--- config.mk ---
export PLATFORM = sky130hd
export DESIGN_NAME = regfile_wb_ctrl_flat
export DESIGN_NICKNAME = d
export VERILOG_FILES = /design/src/rtl/regfile_wb_ctrl_if.sv /design/src/rtl/regfile_wb_ctrl.sv /design/src/flat_wrapper.sv
export SDC_FILE = /design/constraint.sdc
export NUM_CORES = 1
export LEC_CHECK = 0
export CAP_MARGIN = 20
export CORE_AREA = 2 2 134 136
export CTS_CLUSTER_DIAMETER = 150
export CTS_CLUSTER_SIZE = 12
export DETAILED_ROUTE_END_ITERATION = 7
export DIE_AREA = 0 0 136 138
export HOLD_SLACK_MARGIN = 0.03
export PLACE_DENSITY = 0.77
export SYNTH_ARGS = -nofsm -noshare
export SYNTH_HDL_FRONTEND = slang
export SYNTH_SLANG_ARGS = --single-unit
--- constraint.sdc ---
create_clock -name clk -period 7.9 [get_ports clk]
set_clock_uncertainty 0.15 [all_clocks]
set_input_delay 1.185 -clock clk [delete_from_list [all_inputs] [get_ports clk]]
set_output_delay 1.185 -clock clk [all_outputs]
set_load 0.02 [all_outputs]
--- src/rtl/regfile_wb_ctrl_if.sv ---
// ---------------------------------------------------------------------------
// regfile_wb_ctrl_if
//   Bundle of the write-port controller's request/response signals.
//
//   Handshake rules:
//     wb_*  : wb_valid has no backpressure; in RUN a request with a non-zero
//             wb_addr is always consumed on the edge it is sampled.
//     mc_*  : strict valid/ready; a transfer happens on the posedge where
//             mc_valid && mc_ready. mc_valid/mc_addr/mc_data must stay stable
//             until that edge. A transfer with mc_addr == 0 is accepted and
//             dropped.
//     rf_*  : registered write port toward the register file (RegWEn, AddrD,
//             DataD); committed by the register file on the following negedge.
//
//   Modports:
//     master : requester / register-file side (drives wb_*, mc_valid/addr/data)
//     slave  : the controller (drives mc_ready, rf_*, status, dbg_state)
//
//   dbg_state exposes the controller FSM: 0 = INIT (clear sequence), 1 = RUN.
// ---------------------------------------------------------------------------
interface regfile_wb_ctrl_if;
    logic        wb_valid;
    logic [4:0]  wb_addr;
    logic [31:0] wb_data;
    logic        mc_valid;
    logic        mc_ready;
    logic [4:0]  mc_addr;
    logic [31:0] mc_data;
    logic        rf_we;
    logic [4:0]  rf_addr;
    logic [31:0] rf_data;
    logic        init_busy;
    logic        stall_req;
    logic [31:0] pend_mask;
    logic        dbg_state;

    modport master (
        output wb_valid, wb_addr, wb_data,
        output mc_valid, mc_addr, mc_data,
        input  mc_ready,
        input  rf_we, rf_addr, rf_data,
        input  init_busy, stall_req, pend_mask, dbg_state
    );

    modport slave (
        input  wb_valid, wb_addr, wb_data,
        input  mc_valid, mc_addr, mc_data,
        output mc_ready,
        output rf_we, rf_addr, rf_data,
        output init_busy, stall_req, pend_mask, dbg_state
    );
endinterface

--- src/rtl/regfile_wb_ctrl.sv ---
// ---------------------------------------------------------------------------
// regfile_wb_ctrl
//   Write-port controller for a 32x32 register file. Owns the single write
//   port and shares it between the pipeline writeback stage (highest
//   priority) and a FIFO of multi-cycle unit results. After reset it clears
//   all 32 registers through the same port so the register file itself needs
//   no reset.
//
//   Ports:
//     clk  : clock, posedge
//     rst  : asynchronous, active-low reset
//     bus  : regfile_wb_ctrl_if.slave
//            wb_valid/wb_addr/wb_data   pipeline writeback request
//            mc_valid/mc_ready/mc_addr/mc_data  multi-cycle result handshake
//            rf_we/rf_addr/rf_data      registered register-file write port
//            init_busy                  clear sequence running
//            stall_req                  FIFO starved; ask for a pipeline bubble
//            pend_mask                  registers targeted by queued results
//            dbg_state                  FSM state (0 INIT, 1 RUN)
//
//   Parameters: DEPTH (FIFO entries, power of 2, >= 2), STARVE_LIMIT,
//   INIT_VALUE (value written during the clear sequence).
//
//   Optional build macro REGFILE_WB_SCOREBOARD_EN: when defined, pend_mask is
//   the OR of onehot(addr) over all queued entries; otherwise it is 0.
// ---------------------------------------------------------------------------
module regfile_wb_ctrl #(
    parameter int          DEPTH        = 4,
    parameter int          STARVE_LIMIT = 8,
    parameter logic [31:0] INIT_VALUE   = 32'h0
) (
    input logic              clk,
    input logic              rst,
    regfile_wb_ctrl_if.slave bus
);
    localparam int PW = $clog2(DEPTH);
    localparam int SW = $clog2(STARVE_LIMIT + 1);

    typedef enum logic {INIT = 1'b0, RUN = 1'b1} state_t;

    state_t        stateQ, stateD;
    logic [4:0]    initCnt, initCntD;
    logic [PW-1:0] wrPtr, rdPtr;
    logic [PW:0]   count;
    logic [SW-1:0] starveCnt, starveD;
    logic          fifoEmpty, fifoFull, mcReady;
    logic          push, pop, wbTake;
    logic          weD;
    logic [4:0]    addrD;
    logic [31:0]   dataD;
    logic [31:0]   pendMask;

    logic [4:0]    fifoAddr [DEPTH];
    logic [31:0]   fifoData [DEPTH];

    assign fifoEmpty = (count == '0);
    assign fifoFull  = (count == (PW+1)'(DEPTH));
    // No pass-through: a full FIFO refuses even on an edge that pops.
    assign mcReady   = (stateQ == RUN) && !fifoFull;

    assign bus.mc_ready  = mcReady;
    assign bus.init_busy = (stateQ == INIT);
    assign bus.stall_req = (starveCnt >= SW'(STARVE_LIMIT));
    assign bus.pend_mask = pendMask;
    assign bus.dbg_state = stateQ;

    // State register
    always_ff @(posedge clk or negedge rst) begin
        if (!rst) stateQ <= INIT;
        else      stateQ <= stateD;
    end

    // Next state, write-port arbitration, FIFO control, starve counter
    always_comb begin
        stateD   = stateQ;
        initCntD = initCnt;
        weD      = 1'b0;
        addrD    = bus.rf_addr;
        dataD    = bus.rf_data;
        push     = 1'b0;
        pop      = 1'b0;
        wbTake   = 1'b0;
        starveD  = starveCnt;
        case (stateQ)
            INIT: begin
                weD      = 1'b1;
                addrD    = initCnt;
                dataD    = INIT_VALUE;
                initCntD = initCnt + 5'd1;
                if (initCnt == 5'd31) stateD = RUN;
            end
            RUN: begin
                push   = bus.mc_valid && mcReady && (bus.mc_addr != 5'd0);
                // Writes to x0 are dropped and leave the port to the FIFO.
                wbTake = bus.wb_valid && (bus.wb_addr != 5'd0);
                if (wbTake) begin
                    weD   = 1'b1;
                    addrD = bus.wb_addr;
                    dataD = bus.wb_data;
                end else if (!fifoEmpty) begin
                    pop   = 1'b1;
                    weD   = 1'b1;
                    addrD = fifoAddr[rdPtr];
                    dataD = fifoData[rdPtr];
                end
                if (pop || fifoEmpty)
                    starveD = '0;
                else if (wbTake && (starveCnt != SW'(STARVE_LIMIT)))
                    starveD = starveCnt + SW'(1);
            end
            default: stateD = INIT;
        endcase
    end

    // Datapath and control registers
    always_ff @(posedge clk or negedge rst) begin
        if (!rst) begin
            initCnt     <= '0;
            wrPtr       <= '0;
            rdPtr       <= '0;
            count       <= '0;
            starveCnt   <= '0;
            bus.rf_we   <= 1'b0;
            bus.rf_addr <= '0;
            bus.rf_data <= '0;
        end else begin
            initCnt     <= initCntD;
            starveCnt   <= starveD;
            bus.rf_we   <= weD;
            bus.rf_addr <= addrD;
            bus.rf_data <= dataD;
            if (push) wrPtr <= wrPtr + PW'(1);
            if (pop)  rdPtr <= rdPtr + PW'(1);
            case ({push, pop})
                2'b10:   count <= count + (PW+1)'(1);
                2'b01:   count <= count - (PW+1)'(1);
                default: count <= count;
            endcase
        end
    end

    // FIFO storage; validity is tracked by the pointers, so no reset needed.
    always_ff @(posedge clk) begin
        if (push) begin
            fifoAddr[wrPtr] <= bus.mc_addr;
            fifoData[wrPtr] <= bus.mc_data;
        end
    end

`ifdef REGFILE_WB_SCOREBOARD_EN
    // An entry is live when its distance from the read pointer is below count.
    always_comb begin : pend_calc
        logic [PW-1:0] offs;
        offs     = '0;
        pendMask = '0;
        for (int i = 0; i < DEPTH; i++) begin
            offs = PW'(i) - rdPtr;
            if ({1'b0, offs} < count) pendMask[fifoAddr[i]] = 1'b1;
        end
        pendMask[0] = 1'b0;
    end
`else
    assign pendMask = '0;
`endif

endmodule

--- src/flat_wrapper.sv ---
// flat-port wrapper written by rule: the top's interface ports become plain ports
module regfile_wb_ctrl_flat 
#(
    parameter int          DEPTH        = 4,
    parameter int          STARVE_LIMIT = 8,
    parameter logic [31:0] INIT_VALUE   = 32'h0
)
  (clk, rst, bus_wb_valid, bus_wb_addr, bus_wb_data, bus_mc_valid, bus_mc_addr, bus_mc_data, bus_mc_ready, bus_rf_we, bus_rf_addr, bus_rf_data, bus_init_busy, bus_stall_req, bus_pend_mask, bus_dbg_state);
  regfile_wb_ctrl_if bus_i ();
  input logic clk;
  input logic rst;
  input wire logic [$bits(bus_i.wb_valid)-1:0] bus_wb_valid;
  input wire logic [$bits(bus_i.wb_addr)-1:0] bus_wb_addr;
  input wire logic [$bits(bus_i.wb_data)-1:0] bus_wb_data;
  input wire logic [$bits(bus_i.mc_valid)-1:0] bus_mc_valid;
  input wire logic [$bits(bus_i.mc_addr)-1:0] bus_mc_addr;
  input wire logic [$bits(bus_i.mc_data)-1:0] bus_mc_data;
  output wire logic [$bits(bus_i.mc_ready)-1:0] bus_mc_ready;
  output wire logic [$bits(bus_i.rf_we)-1:0] bus_rf_we;
  output wire logic [$bits(bus_i.rf_addr)-1:0] bus_rf_addr;
  output wire logic [$bits(bus_i.rf_data)-1:0] bus_rf_data;
  output wire logic [$bits(bus_i.init_busy)-1:0] bus_init_busy;
  output wire logic [$bits(bus_i.stall_req)-1:0] bus_stall_req;
  output wire logic [$bits(bus_i.pend_mask)-1:0] bus_pend_mask;
  output wire logic [$bits(bus_i.dbg_state)-1:0] bus_dbg_state;
  assign bus_i.wb_valid = bus_wb_valid;
  assign bus_i.wb_addr = bus_wb_addr;
  assign bus_i.wb_data = bus_wb_data;
  assign bus_i.mc_valid = bus_mc_valid;
  assign bus_i.mc_addr = bus_mc_addr;
  assign bus_i.mc_data = bus_mc_data;
  assign bus_mc_ready = bus_i.mc_ready;
  assign bus_rf_we = bus_i.rf_we;
  assign bus_rf_addr = bus_i.rf_addr;
  assign bus_rf_data = bus_i.rf_data;
  assign bus_init_busy = bus_i.init_busy;
  assign bus_stall_req = bus_i.stall_req;
  assign bus_pend_mask = bus_i.pend_mask;
  assign bus_dbg_state = bus_i.dbg_state;
  regfile_wb_ctrl #(.DEPTH(DEPTH), .STARVE_LIMIT(STARVE_LIMIT), .INIT_VALUE(INIT_VALUE)) u_core (.clk(clk), .rst(rst), .bus(bus_i));
endmodule
==> impl_metrics.env <==
export IMPL_startpoint_type="flip-flop"
export IMPL_postCtsHoldBufs=0
export IMPL_ys_ff_latch=203
export IMPL_io_pins=152
export IMPL_dr_first_iter_drc_count=266
export IMPL_avgSynthCellArea_um2=16.0
export IMPL_combPwrFrac_pct=30.9
export IMPL_min_path_type="reg2reg"
export IMPL_h_tree_depth=1
export IMPL_post_route_min_period_ps=4070
export IMPL_grt_overflow=0
export IMPL_ant_nets=0
export IMPL_finalSetupTns_ps=0
export IMPL_grt_pass1_wl_um=26900
export IMPL_num_nets_final=726
export IMPL_first_pass_iters=6
export IMPL_setup_viol=0
export IMPL_drv_slew=0
export IMPL_tritoncts="built"
export IMPL_critical_path_arrival_ps=2730
export IMPL_cts_root_buffer="clkbuf_16"
export IMPL_drt_wl_total_um=17100
export IMPL_hold_ws_ps=334
export IMPL_internal_power_w=0.00242
export IMPL_viasPerCell=5.45
export IMPL_drv_cap=0
export IMPL_clkTransAtPathRegs_ps=60
export IMPL_synth_cell_type_count=45
export IMPL_ys_warn_count=0
export IMPL_grt_max_degree=56
export IMPL_areaGrowthSynthToFinish_pct=22.8
export IMPL_rsz0062_at_grt="false"
export IMPL_worst_slew_pin_slew_ps=1010
export IMPL_grtUsageTotal_pct=18.5
export IMPL_via_count=4798
export IMPL_syn_area_um2=8320
export IMPL_dieHeight_um=138
export IMPL_clkPwrFrac_pct=24.3
export IMPL_synth_main_ff_cell="edfxtp_1"
export IMPL_fin_crit_sh_pct=51.5
export IMPL_rows=49
export IMPL_timing_rr_start="u_core.bus.dbg_state$_DFF_PN0_"
export IMPL_synth_edf_count=148
export IMPL_p_leak_nw=3.68
export IMPL_critical_path_class="reg2out"
export IMPL_grt_pass1_vias=5011
export IMPL_r2r_end="u_core.fifoAddr[1][1]$_DFFE_PP_"
export IMPL_cp_required_ps=6570
export IMPL_crit_fanout=51
export IMPL_netSwitchingPower_w=0.00109
export IMPL_cp_end_kind="output port"
export IMPL_cts_resized=0
export IMPL_syn_inst=520
export IMPL_clockBufferDepth=3
export IMPL_clock_latency_ps=480
export IMPL_max_slew_margin_pct=32.7
export IMPL_power_per_cell_area_nw_per_um2=344
export IMPL_diodes=0
export IMPL_status="complete, no violations"
export IMPL_placement_io_buffers=119
export IMPL_reg2reg_slack_ps=4460
export IMPL_die_w_um=136
export IMPL_ys_seq_area_share_pct=70.0
export IMPL_r2r_cells=5
export IMPL_final_hold_viol_count=0
export IMPL_hpwl_um=11000
export IMPL_grt_antenna_before_repair=1
export IMPL_numCtsBuffers=20
export IMPL_fmax_mhz=246
export IMPL_gp_congestion=0.771
export IMPL_cts_sinks=203
export IMPL_drc=0
export IMPL_wire_per_inst_um=19.4
export IMPL_post_cts_buffers=0
export IMPL_core_area_um2=17500
export IMPL_drive_above_1_share_pct=13.2
export IMPL_vdd_drop_max_uv=191
export IMPL_start_util_pct=47.4
export IMPL_seqPwrFrac_pct=44.8
export IMPL_dieArea_um2=18800
export IMPL_startpoint="u_core.bus.dbg_state$_DFF_PN0_"
export IMPL_crit_end="bus_mc_ready"
export IMPL_swShare_pct=31.1
export IMPL_async_reset_ff_share_pct=27.1
[area by class of cell]
| type | instances | area, um^2 |
|---|---|---|
| inverter | 15 | 56.3 |
| multi-input combinational | 271 | 2210 |
| tap | 229 | 287 |
| clock buffer | 36 | 582 |
| timing repair buffer | 127 | 1250 |
| sequential | 203 | 5820 |
| fill | 1353 | 7320 |
[cells in the mapped netlist (all sizes together), types with 2 or more instances]
library cell,number,share of area [%]
or4,2,0.23
o211ai,3,0.33
mux4,37,10
a31oi,3,0.23
clkbuf,20,0.90
edfxtp,148,53
nand2,36,1.6
ha,9,1.4
o21a,2,0.27
nand4,2,0.15
xnor2,6,0.63
xor2,3,0.32
a21oi,64,3.9
o22ai,5,0.38
buf,42,3.7
mux2,3,0.41
inv,15,0.68
o2bb2ai,5,0.53
dfrtp,55,17
o21ai,35,2.2
a221oi,4,0.42
nor2,6,0.30
nand3,2,0.12
nor3,2,0.32
[kinds of logic (layout without fill, tap and decap cells)]
family	Yosys count	count (layout)	synth area share, %
compound gates	123	123	8.36
xor+xnor	9	9	0.948
fa+ha+maj	10	10	1.59
buf+inv	77	178	5.31
flops	203	203	70.0
mux	41	41	10.5
other cells	1	32	0.0451
simple gates	56	56	3.20
[power by group through the flow]
stage               clock network, W  registers, W  logic, W
floorplan                          0       0.00162  0.000642
global placement                   0       0.00158   0.00107
detailed placement                 0       0.00160   0.00110
CTS                         0.000865       0.00158   0.00111
global route                0.000917       0.00160   0.00118
finish                      0.000852       0.00157   0.00109
[critical path, cell delays in order, from the launching register on]
cell and delay [ps]:
dfrtp_2 940, inv_2 270, a31oi_1 350, clkdlybuf4s50_1 670
[worst min-delay path by stage]
stage / startpoint / end / slack [ps] / depth (start not counted)
final: u_core.initCnt[2]$_DFFE_PN0N_ / u_core.initCnt[2]$_DFFE_PN0N_ / 330 / 1
after global routing: u_core.bus.rf_addr[4]$_DFFE_PN0P_ / u_core.bus.rf_addr[4]$_DFFE_PN0P_ / 360 / 1
after CTS: u_core.initCnt[2]$_DFFE_PN0N_ / u_core.initCnt[2]$_DFFE_PN0N_ / 330 / 1
after detailed placement: u_core.initCnt[2]$_DFFE_PN0N_ / u_core.initCnt[2]$_DFFE_PN0N_ / 320 / 1
after global placement: u_core.initCnt[2]$_DFFE_PN0N_ / u_core.initCnt[2]$_DFFE_PN0N_ / 320 / 1
after floorplan: u_core.initCnt[2]$_DFFE_PN0N_ / u_core.initCnt[2]$_DFFE_PN0N_ / 300 / 1
[sequential cells by signal (all words and copies together) (netlist names)]
name / cells
u_core.bus.rf_data: 32
u_core.starveCnt: 4
u_core.initCnt: 5
u_core.fifoData: 128
u_core.count: 3
u_core.rdPtr: 2
u_core.fifoAddr: 20
u_core.wrPtr: 2
u_core.bus.dbg_state: 1
u_core.bus.rf_addr: 5
u_core.bus.rf_we: 1
[cells in the final DEF, fill, tap and decap left out, types with 2 or more instances in the layout]
master / Yosys / routed
a21oi_1: 64 / 64
a221oi_1: 4 / 4
a31oi_1: 3 / 3
buf_4: 35 / 8
clkbuf_1: 20 / 15
clkbuf_16: 0 / 21
clkdlybuf4s50_1: 0 / 118
conb_1: 1 / 32
dfrtp_1: 55 / 52
dfrtp_2: 0 / 3
edfxtp_1: 148 / 148
ha_1: 9 / 9
inv_1: 14 / 14
mux2_2: 3 / 3
mux4_2: 37 / 37
nand2_1: 36 / 36
nand3_1: 2 / 2
nand4_1: 2 / 2
nor2_4: 0 / 4
nor3_4: 1 / 2
o211ai_1: 2 / 2
o21ai_0: 31 / 31
o21ai_1: 3 / 3
o22ai_1: 5 / 5
o2bb2ai_1: 5 / 5
xnor2_1: 6 / 6
xor2_1: 3 / 3
[routing by layer]
metal	routed length [um]	GRT usage (%)	vias up
met2	8440	30.9	199
met3	1210	3.67	18
met1	7300	25.7	2428
met5	11	0	-
met4	172	3.40	2
li1	-	-	2151
[stage by stage]
step	instances	total power, W	utilization (%)	cell area [um^2]	worst slack [ps]
final	881	0.00351	58.2	10200	3830
after global routing	881	0.00369	58.2	10200	3690
after CTS	881	0.00355	58.2	10200	3780
after detailed placement	845	0.00270	54.9	9630	3680
after global placement	845	0.00265	54.9	9630	3780
after floorplan	551	0.00226	-	8430	4240
Note: power is estimated with default switching activity, not from simulation.
